## src/rtl/servo_ramp_pkg.sv

```systemverilog
// Shared constants and types for the servo slew-rate limiter.
//   CLK_HZ / SERVO_FRAME_CYCLES : system clock and 20 ms servo frame length
//   SERVO_W                     : width of one servo position
//   ARM_NUM_SERVOS              : servo channels on the arm
//   SERVO_CENTRE                : neutral position used after reset
//   state_t                     : update sequencer states
package servo_ramp_pkg;

  localparam int CLK_HZ             = 12000000;
  localparam int SERVO_FRAME_CYCLES = 240000;
  localparam int SERVO_W            = 8;
  localparam int ARM_NUM_SERVOS     = 4;
  localparam int SERVO_CENTRE       = 127;

  typedef enum logic {
    IDLE   = 1'b0,
    UPDATE = 1'b1
  } state_t;

endpackage

```

## src/rtl/servo_ramp_if.sv

```systemverilog
// Command port of the servo slew-rate limiter (valid/ready).
//   cmd_valid  : host has a command
//   cmd_ready  : limiter can take a command this cycle
//   cmd_ch     : channel index the new target applies to
//   cmd_target : new target position
// master = host side, slave = servo_ramp side.
interface servo_ramp_if
  import servo_ramp_pkg::*;
#(
  parameter int CH_W = 2
);

  logic               cmd_valid;
  logic               cmd_ready;
  logic [CH_W-1:0]    cmd_ch;
  logic [SERVO_W-1:0] cmd_target;

  modport master (
    output cmd_valid,
    output cmd_ch,
    output cmd_target,
    input  cmd_ready
  );

  modport slave (
    input  cmd_valid,
    input  cmd_ch,
    input  cmd_target,
    output cmd_ready
  );

endinterface

```

## src/rtl/servo_ramp_slew_step.sv

```systemverilog
// slew_step: combinational one-frame move of a position toward its target.
//   pos      : current position
//   tgt      : target position
//   next_pos : pos moved toward tgt by at most STEP, never passing tgt
module slew_step
  import servo_ramp_pkg::*;
#(
  parameter int STEP = 2
) (
  input  logic [SERVO_W-1:0] pos,
  input  logic [SERVO_W-1:0] tgt,
  output logic [SERVO_W-1:0] next_pos
);

  localparam logic [SERVO_W:0]   STEP_EXT = (SERVO_W+1)'(STEP);
  localparam logic [SERVO_W-1:0] STEP_POS = SERVO_W'(STEP);

  logic [SERVO_W:0] diff;
  logic [SERVO_W:0] mag;
  logic             down;

  // 9-bit two's-complement difference; its top bit is the direction.
  always_comb begin
    diff = {1'b0, tgt} - {1'b0, pos};
    down = diff[SERVO_W];
    mag  = down ? (~diff + 1'b1) : diff;
    if (mag <= STEP_EXT) begin
      next_pos = tgt;
    end else if (!down) begin
      next_pos = pos + STEP_POS;
    end else begin
      next_pos = pos - STEP_POS;
    end
  end

endmodule

```

## src/rtl/servo_ramp.sv

```systemverilog
// servo_ramp: slew-rate limiter feeding the servo PWM stages.
// Targets arrive over the command port; once per frame every channel's
// position steps toward its target by at most STEP counts.
//   clk, rst   : 12 MHz clock, asynchronous active-high reset
//   cmd        : command port (slave side), see servo_ramp_if
//   value      : all positions, channel k at value[8k+7:8k]
//   frame_tick : one-cycle pulse in the last cycle of each frame
//   busy       : some position has not yet reached its target
module servo_ramp
  import servo_ramp_pkg::*;
#(
  parameter int NUM_CH       = ARM_NUM_SERVOS,
  parameter int CH_W         = 2,
  parameter int FRAME_CYCLES = SERVO_FRAME_CYCLES,
  parameter int STEP         = 2,
  parameter int INIT_VALUE   = SERVO_CENTRE
) (
  input  logic                      clk,
  input  logic                      rst,
  servo_ramp_if.slave               cmd,
  output logic [NUM_CH*SERVO_W-1:0] value,
  output logic                      frame_tick,
  output logic                      busy
);

  localparam int                 CNT_W      = $clog2(FRAME_CYCLES);
  localparam logic [CNT_W-1:0]   CNT_LAST   = CNT_W'(FRAME_CYCLES - 1);
  localparam logic [CH_W-1:0]    IDX_LAST   = CH_W'(NUM_CH - 1);
  localparam logic [CH_W:0]      NUM_CH_EXT = (CH_W+1)'(NUM_CH);
  localparam logic [SERVO_W-1:0] INIT_POS   = SERVO_W'(INIT_VALUE);

  logic [CNT_W-1:0]   frame_cnt;
  state_t             state;
  logic [CH_W-1:0]    idx;
  logic               ready_q;
  logic [SERVO_W-1:0] pos [NUM_CH];
  logic [SERVO_W-1:0] tgt [NUM_CH];
  logic [SERVO_W-1:0] slot_pos;
  logic [SERVO_W-1:0] slot_tgt;
  logic [SERVO_W-1:0] slot_next;
  logic               cmd_fire;
  logic               cmd_ch_ok;

  assign frame_tick = (frame_cnt == CNT_LAST);

  // The registered ready resets high so it is already 1 in the first cycle
  // after release; masking with rst keeps it low while reset is held.
  assign cmd.cmd_ready = ready_q & ~rst;
  assign cmd_fire      = cmd.cmd_valid & ready_q;

  // Extra bit so NUM_CH == 2**CH_W still compares correctly.
  assign cmd_ch_ok = ({1'b0, cmd.cmd_ch} < NUM_CH_EXT);

  // One slew calculator shared by all channels through the idx mux.
  assign slot_pos = pos[idx];
  assign slot_tgt = tgt[idx];

  slew_step #(
    .STEP (STEP)
  ) u_slew_step (
    .pos      (slot_pos),
    .tgt      (slot_tgt),
    .next_pos (slot_next)
  );

  for (genvar k = 0; k < NUM_CH; k++) begin : g_value
    assign value[k*SERVO_W +: SERVO_W] = pos[k];
  end

  always_comb begin
    busy = 1'b0;
    for (int k = 0; k < NUM_CH; k++) begin
      if (pos[k] != tgt[k]) begin
        busy = 1'b1;
      end
    end
  end

  // Frame counter plus IDLE/UPDATE sequencer. Commands are only taken in
  // IDLE, which includes the tick cycle, so a command landing on the tick
  // is already in tgt when the sweep starts. The sweep touches one channel
  // per cycle, so UPDATE lasts exactly NUM_CH cycles.
  always_ff @(posedge clk or posedge rst) begin
    if (rst) begin
      frame_cnt <= '0;
      state     <= IDLE;
      idx       <= '0;
      ready_q   <= 1'b1;
      for (int k = 0; k < NUM_CH; k++) begin
        pos[k] <= INIT_POS;
        tgt[k] <= INIT_POS;
      end
    end else begin
      frame_cnt <= frame_tick ? '0 : frame_cnt + CNT_W'(1);
      case (state)
        IDLE: begin
          if (cmd_fire && cmd_ch_ok) begin
            tgt[cmd.cmd_ch] <= cmd.cmd_target;
          end
          if (frame_tick) begin
            state   <= UPDATE;
            idx     <= '0;
            ready_q <= 1'b0;
          end
        end
        UPDATE: begin
          pos[idx] <= slot_next;
          if (idx == IDX_LAST) begin
            state   <= IDLE;
            idx     <= '0;
            ready_q <= 1'b1;
          end else begin
            idx <= idx + CH_W'(1);
          end
        end
        default: begin
          state   <= IDLE;
          ready_q <= 1'b1;
        end
      endcase
    end
  end

endmodule

```

## src/flat_wrapper.sv

```systemverilog
// flat-port wrapper written by rule: the top's interface ports become plain ports
module servo_ramp_flat import servo_ramp_pkg::*;
#(
  parameter int NUM_CH       = ARM_NUM_SERVOS,
  parameter int CH_W         = 2,
  parameter int FRAME_CYCLES = SERVO_FRAME_CYCLES,
  parameter int STEP         = 2,
  parameter int INIT_VALUE   = SERVO_CENTRE
)
  (clk, rst, value, frame_tick, busy, cmd_cmd_valid, cmd_cmd_ch, cmd_cmd_target, cmd_cmd_ready);
  servo_ramp_if #(.CH_W(CH_W)) cmd_i ();
  input  logic clk;
  input  logic rst;
  output logic [NUM_CH*SERVO_W-1:0] value;
  output logic frame_tick;
  output logic busy;
  input wire logic [$bits(cmd_i.cmd_valid)-1:0] cmd_cmd_valid;
  input wire logic [$bits(cmd_i.cmd_ch)-1:0] cmd_cmd_ch;
  input wire logic [$bits(cmd_i.cmd_target)-1:0] cmd_cmd_target;
  output wire logic [$bits(cmd_i.cmd_ready)-1:0] cmd_cmd_ready;
  assign cmd_i.cmd_valid = cmd_cmd_valid;
  assign cmd_i.cmd_ch = cmd_cmd_ch;
  assign cmd_i.cmd_target = cmd_cmd_target;
  assign cmd_cmd_ready = cmd_i.cmd_ready;
  servo_ramp #(.NUM_CH(NUM_CH), .CH_W(CH_W), .FRAME_CYCLES(FRAME_CYCLES), .STEP(STEP), .INIT_VALUE(INIT_VALUE)) u_core (.clk(clk), .rst(rst), .cmd(cmd_i), .value(value), .frame_tick(frame_tick), .busy(busy));
endmodule
```

## config.mk

```make
export PLATFORM = sky130hd
export DESIGN_NAME = servo_ramp_flat
export DESIGN_NICKNAME = d
export VERILOG_FILES = /design/src/rtl/servo_ramp_pkg.sv /design/src/rtl/servo_ramp_if.sv /design/src/rtl/servo_ramp_slew_step.sv /design/src/rtl/servo_ramp.sv /design/src/flat_wrapper.sv
export SDC_FILE = /design/constraint.sdc
export NUM_CORES = 1
export LEC_CHECK = 0
export CORE_ASPECT_RATIO = 0.5
export CORE_MARGIN = 4
export CORE_UTILIZATION = 42
export DETAILED_ROUTE_END_ITERATION = 10
export GPL_ROUTABILITY_DRIVEN = 1
export SLEW_MARGIN = 20
export SYNTH_ARGS = -nofsm -noshare
export SYNTH_HDL_FRONTEND = slang
export SYNTH_HIERARCHICAL = 1
export SYNTH_SLANG_ARGS = --single-unit
```

## constraint.sdc

```tcl
create_clock -name clk -period 5.8 [get_ports clk]
set_clock_uncertainty 0.2 [all_clocks]
set_input_delay 1.74 -clock clk [delete_from_list [all_inputs] [get_ports clk]]
set_output_delay 1.74 -clock clk [all_outputs]
set_load 0.01 [all_outputs]
```

; ---- Word level (Yosys, flattened, before mapping)
; Cells that the tools add are included.
[totals]
ff_bits = 86
inputBits = 13
out_inout_bits = 35
[op_classes]
bitwise = 7
order_cmp = 5
n_addsub = 6
n_eq_ne = 8
reduce_logical = 4
mux = 29
[op_table]
columns = operator, n
row1 = 32-bit bitwise mux, 2
row2 = 8-bit 2-to-1 mux, 8
row3 = 8-bit binary-select mux with 2-bit select, 2
row4 = 8-bit demux with 2-bit select, 2
row5 = 8-bit != test, 4
row6 = "18-bit by 1-bit adder with 18-bit output, second input constant", 1
row7 = "18-bit == test, second input constant", 1
row8 = 18-bit 2-to-1 mux, 1
row9 = "9-bit by 1-bit adder with 9-bit output, second input constant", 1
row10 = "9-bit by 2-bit <= comparator with 1-bit output, second input constant", 1
row11 = 9-bit 2-to-1 mux, 1
row12 = 9-bit NOT, 1
row13 = 8-bit by 8-bit subtractor with 9-bit output, 1
row14 = "8-bit by 2-bit adder with 8-bit output, second input constant", 1
row15 = 1-bit 2-to-1 mux, 8
row16 = "8-bit by 2-bit subtractor with 8-bit output, second input constant", 1
row17 = "3-bit >= comparator, second input constant", 2
row18 = "3-bit by 1-bit less-than comparator with 1-bit output, second input constant", 2
row19 = 2-bit NOT with 3-bit output, 2
row20 = 2-bit 2-to-1 mux, 2
row21 = 1-bit one-hot mux with 2 select lines, 2
row22 = 2-bit one-hot mux with 2 select lines, 1
row23 = 2-bit AND reduction, 2
row24 = "2-bit by 1-bit adder with 2-bit output, second input constant", 1
row25 = other kinds (6), 9

; ---- Longest topological paths before layout
; Gate-level depths: netlist (run 1).
[depth]
word_depth = 11
depth_mapped = 21
ltp_nobuf = 19

; ---- Hierarchy
; Netlist (run 1), hierarchy kept.
[by_module_without_submodules]
columns = module, area_per_inst_um2, n_inst, cells_per_inst, seq_area_each_um2
row1 = servo_ramp, 4317.9, 1, 307, 2223.4
row2 = slew_step, 869.6, 1, 111, 0.0

; ---- Worst setup path before layout (run 1)
; OpenSTA, ideal clock, no wires.
[synth_timing]
kind = reg2reg
from = register u_core.idx[0]
to = register u_core.pos, in the netlist u_core/value[15]
arrival_ps = 4434
synth_period_minus_slack_ps = 4758
t_required_ps = 5475
path_stages_with_launch = 22
slack_ps = 1042
path_cell_list = dfrtp_1 > buf_2 > buf_2 > mux4_2 > inv_1 > ha_1 > inv_1 > fa_1 > a21o_2 > nand4_1 > a31oi_4 > inv_1 > ha_1 > nor2b_1 > o21ai_0 > a21oi_1 > o21a_1 > nor2_1 > xnor2_1 > xnor2_1 > mux2_2 > mux2_2
[synth_via]
elab_chain_len = 11
word_cells_on_any_way = 22
[synth_lines]
columns = item, line
row1 = from (decl), servo_ramp.sv:34  ; logic [CH_W-1:0] idx;
row2 = from (signal assigned), servo_ramp.sv:113  ; idx <= idx + CH_W'(1);
row3 = 2-bit NOT with 3-bit output (not written as such) (*), servo_ramp.sv:56  ; assign slot_tgt = tgt[idx];
row4 = 8-bit binary-select mux with 2-bit select (*), servo_ramp.sv:56
row5 = 8-bit 2-to-1 mux (not written as such) (*) (2 in a row), servo_ramp.sv:56
row6 = named net u_core.slot_tgt[0], servo_ramp.sv:39  ; logic [SERVO_W-1:0] slot_tgt;
row7 = 8-bit by 8-bit subtractor with 9-bit output (*), servo_ramp_slew_step.sv:24  ; diff = {1'b0, tgt} - {1'b0, pos};
row8 = 9-bit NOT, servo_ramp_slew_step.sv:26  ; mag = down ? (~diff + 1'b1) : diff;
row9 = 9-bit by 1-bit adder with 9-bit output, servo_ramp_slew_step.sv:26
row10 = 9-bit 2-to-1 mux, servo_ramp_slew_step.sv:26
row11 = 9-bit by 2-bit <= comparator with 1-bit output, servo_ramp_slew_step.sv:27  ; if (mag <= STEP_EXT) begin
row12 = 8-bit 2-to-1 mux (*), servo_ramp_slew_step.sv:27
row13 = named net u_core.slot_next[7], servo_ramp.sv:40  ; logic [SERVO_W-1:0] slot_next;
row14 = 32-bit bitwise mux (*), servo_ramp.sv:107  ; pos[idx] <= slot_next;
row15 = "to (signal, indexed assignment)", servo_ramp.sv:107
row16 = to (decl), servo_ramp.sv:36  ; logic [SERVO_W-1:0] pos [NUM_CH];
; Mark *: on every way through the listed nets, which the timed path passes. The rest lies on a longest branch. The select of a mux whose other input is x is not followed.
; A chain may end at the register's enable or synchronous reset.

; ---- Worst setup path after layout (run 1)
[layout_timing]
from = register u_core.idx[1]
to = register u_core.pos, in the netlist u_core/value[31]
[layout_via]
elab_chain_len = 11
word_cells_on_any_way = 22
[layout_lines]
columns = item, line
row1 = 2-bit NOT with 3-bit output (not written as such) (*), servo_ramp.sv:55  ; assign slot_pos = pos[idx];
row2 = 8-bit binary-select mux with 2-bit select (*), servo_ramp.sv:55
row3 = 8-bit 2-to-1 mux (not written as such) (*) (2 in a row), servo_ramp.sv:55
row4 = named net u_core.slot_pos[1], servo_ramp.sv:38  ; logic [SERVO_W-1:0] slot_pos;
row5 = 8-bit by 8-bit subtractor with 9-bit output, servo_ramp_slew_step.sv:24
row6 = 9-bit NOT, servo_ramp_slew_step.sv:26
row7 = 9-bit by 1-bit adder with 9-bit output, servo_ramp_slew_step.sv:26
row8 = 9-bit 2-to-1 mux, servo_ramp_slew_step.sv:26
row9 = 9-bit by 2-bit <= comparator with 1-bit output, servo_ramp_slew_step.sv:27
row10 = 8-bit 2-to-1 mux (*), servo_ramp_slew_step.sv:27
row11 = named net u_core.slot_next[7], servo_ramp.sv:40
row12 = 32-bit bitwise mux (*), servo_ramp.sv:107
; Marks and branches as above.

==> results.ini, run 1 <==
[outcome]
status=completed

[drt]
drt-pass1-iter-count=5
drc=0
antenna_left=0
wirelength_mm=12.2
wl_per_cell_um=19.0
num_vias=3432
vias_per_cell=5.34
drtIter0Drc=202

[sta]
finalCriticalPeriod_ns=4.80
whs_ns=0.284
drv_slew=0
setup_viol=0
maxSlewHeadroom_pct=28.6
setup_tns_ns=0
max_freq_mhz=208
fin_crit_sh_pct=82.8
rsz0062_at_grt=false
worst_pin_slew_ns=1.07
hold_viol=0

[synthesis]
syn-mean-instance-area_um2=12.4
dominantRegCellSynth=dfstp_2
synth_most_common_cell=mux2_2
netlist_top_cells_area=dfstp_2 (29%), mux2_2 (16%), dfrtp_1 (14%), xnor2_1 (8.3%), mux4_2 (6.9%)
synth_commonest_cells=mux2_2 (72), dfstp_2 (57), xnor2_1 (49)
ys_seq_area_share_pct=42.9
yosysWarnings=6
ys_ff_latch=86
async_flop_share_pct=100
synth_edf_count=0
syn_nets=452
syn_area_um2=5190
synth_cells=418
yosys.area.top_type_share_pct=28.9
synth_top_area_cell=dfstp_2
synth.distinct_cells=50

[hold_path]
hold_end=u_core/frame_cnt[0]$_DFF_PP0_
holdCritPathClass=reg -> reg
worstHoldPathCells=1
min_from=u_core/frame_cnt[0]$_DFF_PP0_

[cts]
postCtsHoldBufs=0
root_buffer=clkbuf_16
clkSinkCount=86
clk_pin_slew_ns=0.06
clockBufferDepth=2
numCtsBuffers=9
clkLatencyLatePin_ns=0.33
cts_resized=0
cts_tree=yes
cts_setup_buffers=0
h-tree-depth=3

[pwr]
internal_power_uw=956
powerDensity_nw_per_um2=196
netSwitchingPower_uw=249
switching_share_pct=20.7
combPwrFrac_pct=2.0
power_frac_seq_pct=50.0
peakVddDrop_mv=0.127
power.total_uw=1200
p_leak_uw=0.00244
p_clk_share_pct=48.1

[worst_setup_path]
cpMaxStageDelayCell=dfrtp_1
reg2reg_to=u_core/value[31]$_DFFE_PP0P_
startpoint=u_core/idx[1]$_DFFE_PP0P_
crit_required_ns=5.82
r2r_start=u_core/idx[1]$_DFFE_PP0P_
worstPathCellList=buf_4 -> mux4_2 -> inv_1 -> fa_1 -> a21o_2 -> nand4_1 -> a31oi_4 -> inv_1 -> ha_1 -> nor2b_1 -> o21ai_0 -> a21oi_1 -> o21a_1 -> nor2_1 -> xnor2_1 -> xnor2_1 -> mux2_2 -> mux2_2
slowest_delay_ns=0.58
cp_max_fo=11
start_kind=flop
endpoint_kind=flop
critPathKind=reg -> reg
arrival_ns=4.82
reg2reg_slack_ns=1.0
r2r_cells=18

[global_route]
grt_pass1_wl_mm=20.2
grt_util_all_layers_pct=18.7
grt-ovfl-total=0
grt_max_degree=57
first_global_vias=3544
antenna_found_initial=0

[place]
hpwlAfterDp_mm=8.89
placed_cell_area_um2=5860
place.gp.congestion=0.857
portBuffers=47

[floorplanning]
start_util_pct=43.4
die_h_um=86.6
die_x_um=165
boundaryPins=48
coreArea_um2=11900
fp-row-count=28
die-area_um2=14300

[layout]
antenna_cells=0
nets=507
postLayoutCoreUtil_pct=51.6
final_cell_area_um2=6160
layout-drive-gt1-share_pct=37.9
synthToLayoutAreaGrowth_pct=18.7

[flow_run]
max_cap_viol_count=0

==> worst max path at each step <==
stage / depth (start not counted) / slack (ns) / to
after floorplan: 21 / 1.04 / u_core/value[15]$_DFFE_PP0P_
after global placement: 3 / 1.02 / cmd_cmd_ready
final: 18 / 1.0 / u_core/value[31]$_DFFE_PP0P_
after global routing: 18 / 0.66 / u_core/value[15]$_DFFE_PP0P_
after CTS: 3 / 1.03 / cmd_cmd_ready
after detailed placement: 3 / 1.03 / cmd_cmd_ready
==> worst max-delay path, delay by kind of cell (launching register included) <==
| family | cells | cell delay, ns |
|---|---|---|
| compound gates | 5 | 1.03 |
| buf+inv | 3 | 0.66 |
| mux | 3 | 0.93 |
| flops | 1 | 0.58 |
| xor+xnor | 2 | 0.22 |
| simple gates | 3 | 0.45 |
| fa+ha+maj | 2 | 0.59 |
==> sequential cells by signal (all words and copies together) (netlist names) <==
| register | cells |
|---|---|
| u_core/frame_cnt | 18 |
| u_core/tgt | 32 |
| u_core/idx | 2 |
| u_core/state | 1 |
| u_core/ready_q | 1 |
| u_core/value | 32 |
==> cell usage in the layout, fill, tap and decap left out, types with 7 or more instances in the layout <==
| cell | instances |
|---|---|
| clkbuf_16 | 9 |
| mux4_2 | 16 |
| xnor2_1 | 49 |
| clkdlybuf4s50_1 | 47 |
| xor2_1 | 9 |
| dfstp_2 | 57 |
| nand4_1 | 17 |
| nor2_1 | 19 |
| mux2_2 | 72 |
| nand2_1 | 11 |
| nand3_1 | 7 |
| inv_1 | 25 |
| dfrtp_1 | 29 |
| ha_1 | 19 |
| a21oi_1 | 11 |
==> routing by layer <==
metal	up-vias	track usage, %	wire [um]
met5	-	0	0
met4	0	3.02	80
met3	10	4.51	491
met2	63	27.0	5300
met1	1717	28.8	6370
li1	1642	-	-
==> stage by stage <==
step           setup WS (ns)  instances
4_1_cts                 1.03        643
6_report                1.00        643
5_1_grt                0.659        643
3_3_place_gp            1.02        627
2_1_floorplan           1.04        418
3_5_place_dp            1.03        627
==> cells by family (layout without fill, tap and decap cells) <==
logic type | after synthesis | in the layout | share of synthesized area [%]
flops | 86 | 86 | 42.9
compound gates | 37 | 37 | 5.14
xor+xnor | 58 | 58 | 9.79
mux | 91 | 91 | 23.2
buf+inv | 33 | 93 | 2.63
fa+ha+maj | 21 | 21 | 5.35
simple gates | 92 | 92 | 11.1
==> cell type report <==
class	count	area (um2)
clock buffer	11	243
clock inverter	5	57.6
fill	1050	5790
inverter	26	100
multi-input combinational	299	2830
sequential	86	2220
tap	165	206
timing repair buffer	51	500
==> power by group through the flow <==
stage	Clock (uW)	Sequential, uW	Combinational (uW)
finish	579	602	23.6
global placement	0	611	24.3
floorplan	0	611	8.77
global route	624	601	27.3
detailed placement	0	611	24.4
CTS	600	602	24.6
Power figures use the tool's default switching activity.
==> run 2: changes to the inputs <==
Clock period 5.8 ns to 4.8 ns, I/O delays scaled along.
==> results.ini, run 2 (same netlist as run 1, synthesis figures left out) <==
[floorplanning]
die_x_um=165  ; unchanged
start_util_pct=43.4  ; unchanged
fp-row-count=28  ; unchanged
boundaryPins=48  ; unchanged
die-area_um2=14300  ; unchanged
die_h_um=86.6  ; unchanged
coreArea_um2=11900  ; unchanged

[sta]
drv_slew=0  ; unchanged
whs_ns=0.286  ; +0.00225 ns
worst_pin_slew_ns=0.949  ; -0.116 ns
fin_crit_sh_pct=92.8  ; +10 points
maxSlewHeadroom_pct=36.6  ; +8.0 points
hold_viol=0  ; unchanged
finalWorstSetupSlack_ns=0.347  ; -0.653 ns
max_freq_mhz=225  ; +7.8%
setup_tns_ns=0  ; unchanged
setup_viol=0  ; unchanged
finalCriticalPeriod_ns=4.45  ; -0.347 ns

[worst_setup_path]
cp_max_fo=6  ; -5
critPathBufInv=2  ; -1
arrival_ns=4.48  ; -0.34 ns
worstPathCellList=buf_4 -> mux4_2 -> ha_1 -> or2_2 -> a21oi_1 -> a31oi_4 -> buf_4 -> fa_1 -> nor2b_1 -> o21ai_0 -> a21oi_1 -> o21a_1 -> nor2_1 -> xnor2_1 -> xnor2_1 -> mux2_2 -> mux2_2
critPathKind=reg -> reg
crit_required_ns=4.83  ; -0.99 ns
start_kind=flop
cpMaxStageDelayCell=mux4_2
endpoint_kind=flop
slowest_delay_ns=0.54  ; -0.04 ns
crit_family=multiplexers

[drt]
vias_per_cell=5.30  ; -0.79%
wl_met2_mm=5.36  ; +1.0%
antenna_left=0  ; unchanged
met1_length_mm=6.29  ; -1.3%
drt-pass1-iter-count=4  ; -1
drtIter0Drc=228  ; +13%
wirelength_mm=12.4  ; +1.3%
num_vias=3458  ; +0.76%
wl_per_cell_um=19.0  ; -0.24%
top_layer_used=met4
drc=0  ; unchanged
met3_length_um=673  ; +37%

[layout]
n_fill_cell=1058  ; +0.76%
final_cell_mix=mux2_2 (72), dfstp_2 (57), xnor2_1 (49)
antenna_cells=0  ; unchanged
postLayoutCoreUtil_pct=51.9  ; +0.40 points
final_common_cell=mux2_2
synthToLayoutAreaGrowth_pct=19.6
layout-drive-gt1-share_pct=39.5  ; +1.7 points
nets=517  ; +2.0%

[cts]
cts_setup_buffers=0  ; unchanged
clockBufferDepth=2  ; unchanged
h-tree-depth=3  ; unchanged
numCtsBuffers=9  ; unchanged
clkSinkCount=86  ; unchanged
postCtsHoldBufs=0  ; unchanged
cts_tree=yes
clk_pin_slew_ns=0.06  ; about the same
root_buffer=clkbuf_16
clkLatencyLatePin_ns=0.34  ; about the same
cts_resized=0  ; unchanged

[global_route]
grt-ovfl-total=0  ; unchanged
grt_pass1_wl_mm=20.3  ; +0.41%
grt_util_all_layers_pct=18.7  ; +0.075 points
grt_max_degree=57  ; unchanged
first_global_vias=3626  ; +2.3%
antenna_found_initial=0  ; unchanged

[flow_run]
max_cap_viol_count=0  ; unchanged

[pwr]
p_leak_uw=0.00247  ; +1.2%
power.total_uw=1400  ; +16%
peakVddDrop_mv=0.150  ; +17%
powerDensity_nw_per_um2=226  ; +15%

[place]
hpwlAfterDp_mm=8.98  ; +0.97%
portBuffers=47  ; unchanged
place.gp.congestion=0.921  ; +7.5%
post-place-ws_ns=0.135  ; -0.891 ns

[hold_path]
holdCritPathClass=reg -> reg

[outcome]
status=completed

[run 2: cell types whose count changed in the layout (fill, tap and decap cells not counted)]
cell        previous run  this run
buf_4                  4        14
clkinv_2               0         3
clkinv_1               1         0
bufinv_16              1         0
clkbuf_1               1         0
clkbuf_8               1         0
clkinvlp_4             2         4
inv_4                  1         0
[run 2: power breakdown]
part	internal, uW	switching [uW]	total (uW)
Sequential	727	0	727
Combinational	10.3	18.8	29.0
Clock	350	295	645
[run 2: layout make-up]
type	instances	area [um2]	share of cell area, %
multi-input cells	299	2830	45.6
flip-flops and latches	86	2220	35.8
repair buffers	61	576	9.27
clock buffers	9	225	3.63
well taps	165	206	3.33
inverters	26	98.8	1.59
clock inverters	7	48.8	0.786
[run 2: metal layers]
layer / GRT usage (%) / vias up
met4: 5.13 / 0
met3: 4.09 / 6
li1: - / 1647
met2: 27.2 / 64
met5: 0 / -
met1: 28.3 / 1741
[run 2: through the flow]
stage,std cells,cell area (um2)
global route,653,6210
global placement,634,5910
detailed placement,634,5910
floorplan,418,5190
finish,653,6210
CTS,650,6180
[run 2: worst paths after layout]
path	start	to	slack, ns	depth (start not counted)
min in group asynchronous	rst	u_core/frame_cnt[3]$_DFF_PP0_	1.44	2
setup reg to reg	u_core/idx[0]$_DFFE_PP0P_	u_core/value[7]$_DFFE_PP0P_	0.35	17
hold / removal	u_core/frame_cnt[0]$_DFF_PP0_	u_core/frame_cnt[0]$_DFF_PP0_	0.29	1
max in group asynchronous	rst	u_core/tgt[2]$_DFFE_PP1P_	2.12	3
setup / recovery	u_core/idx[0]$_DFFE_PP0P_	u_core/value[7]$_DFFE_PP0P_	0.35	17
hold reg to reg	u_core/frame_cnt[0]$_DFF_PP0_	u_core/frame_cnt[0]$_DFF_PP0_	0.29	1
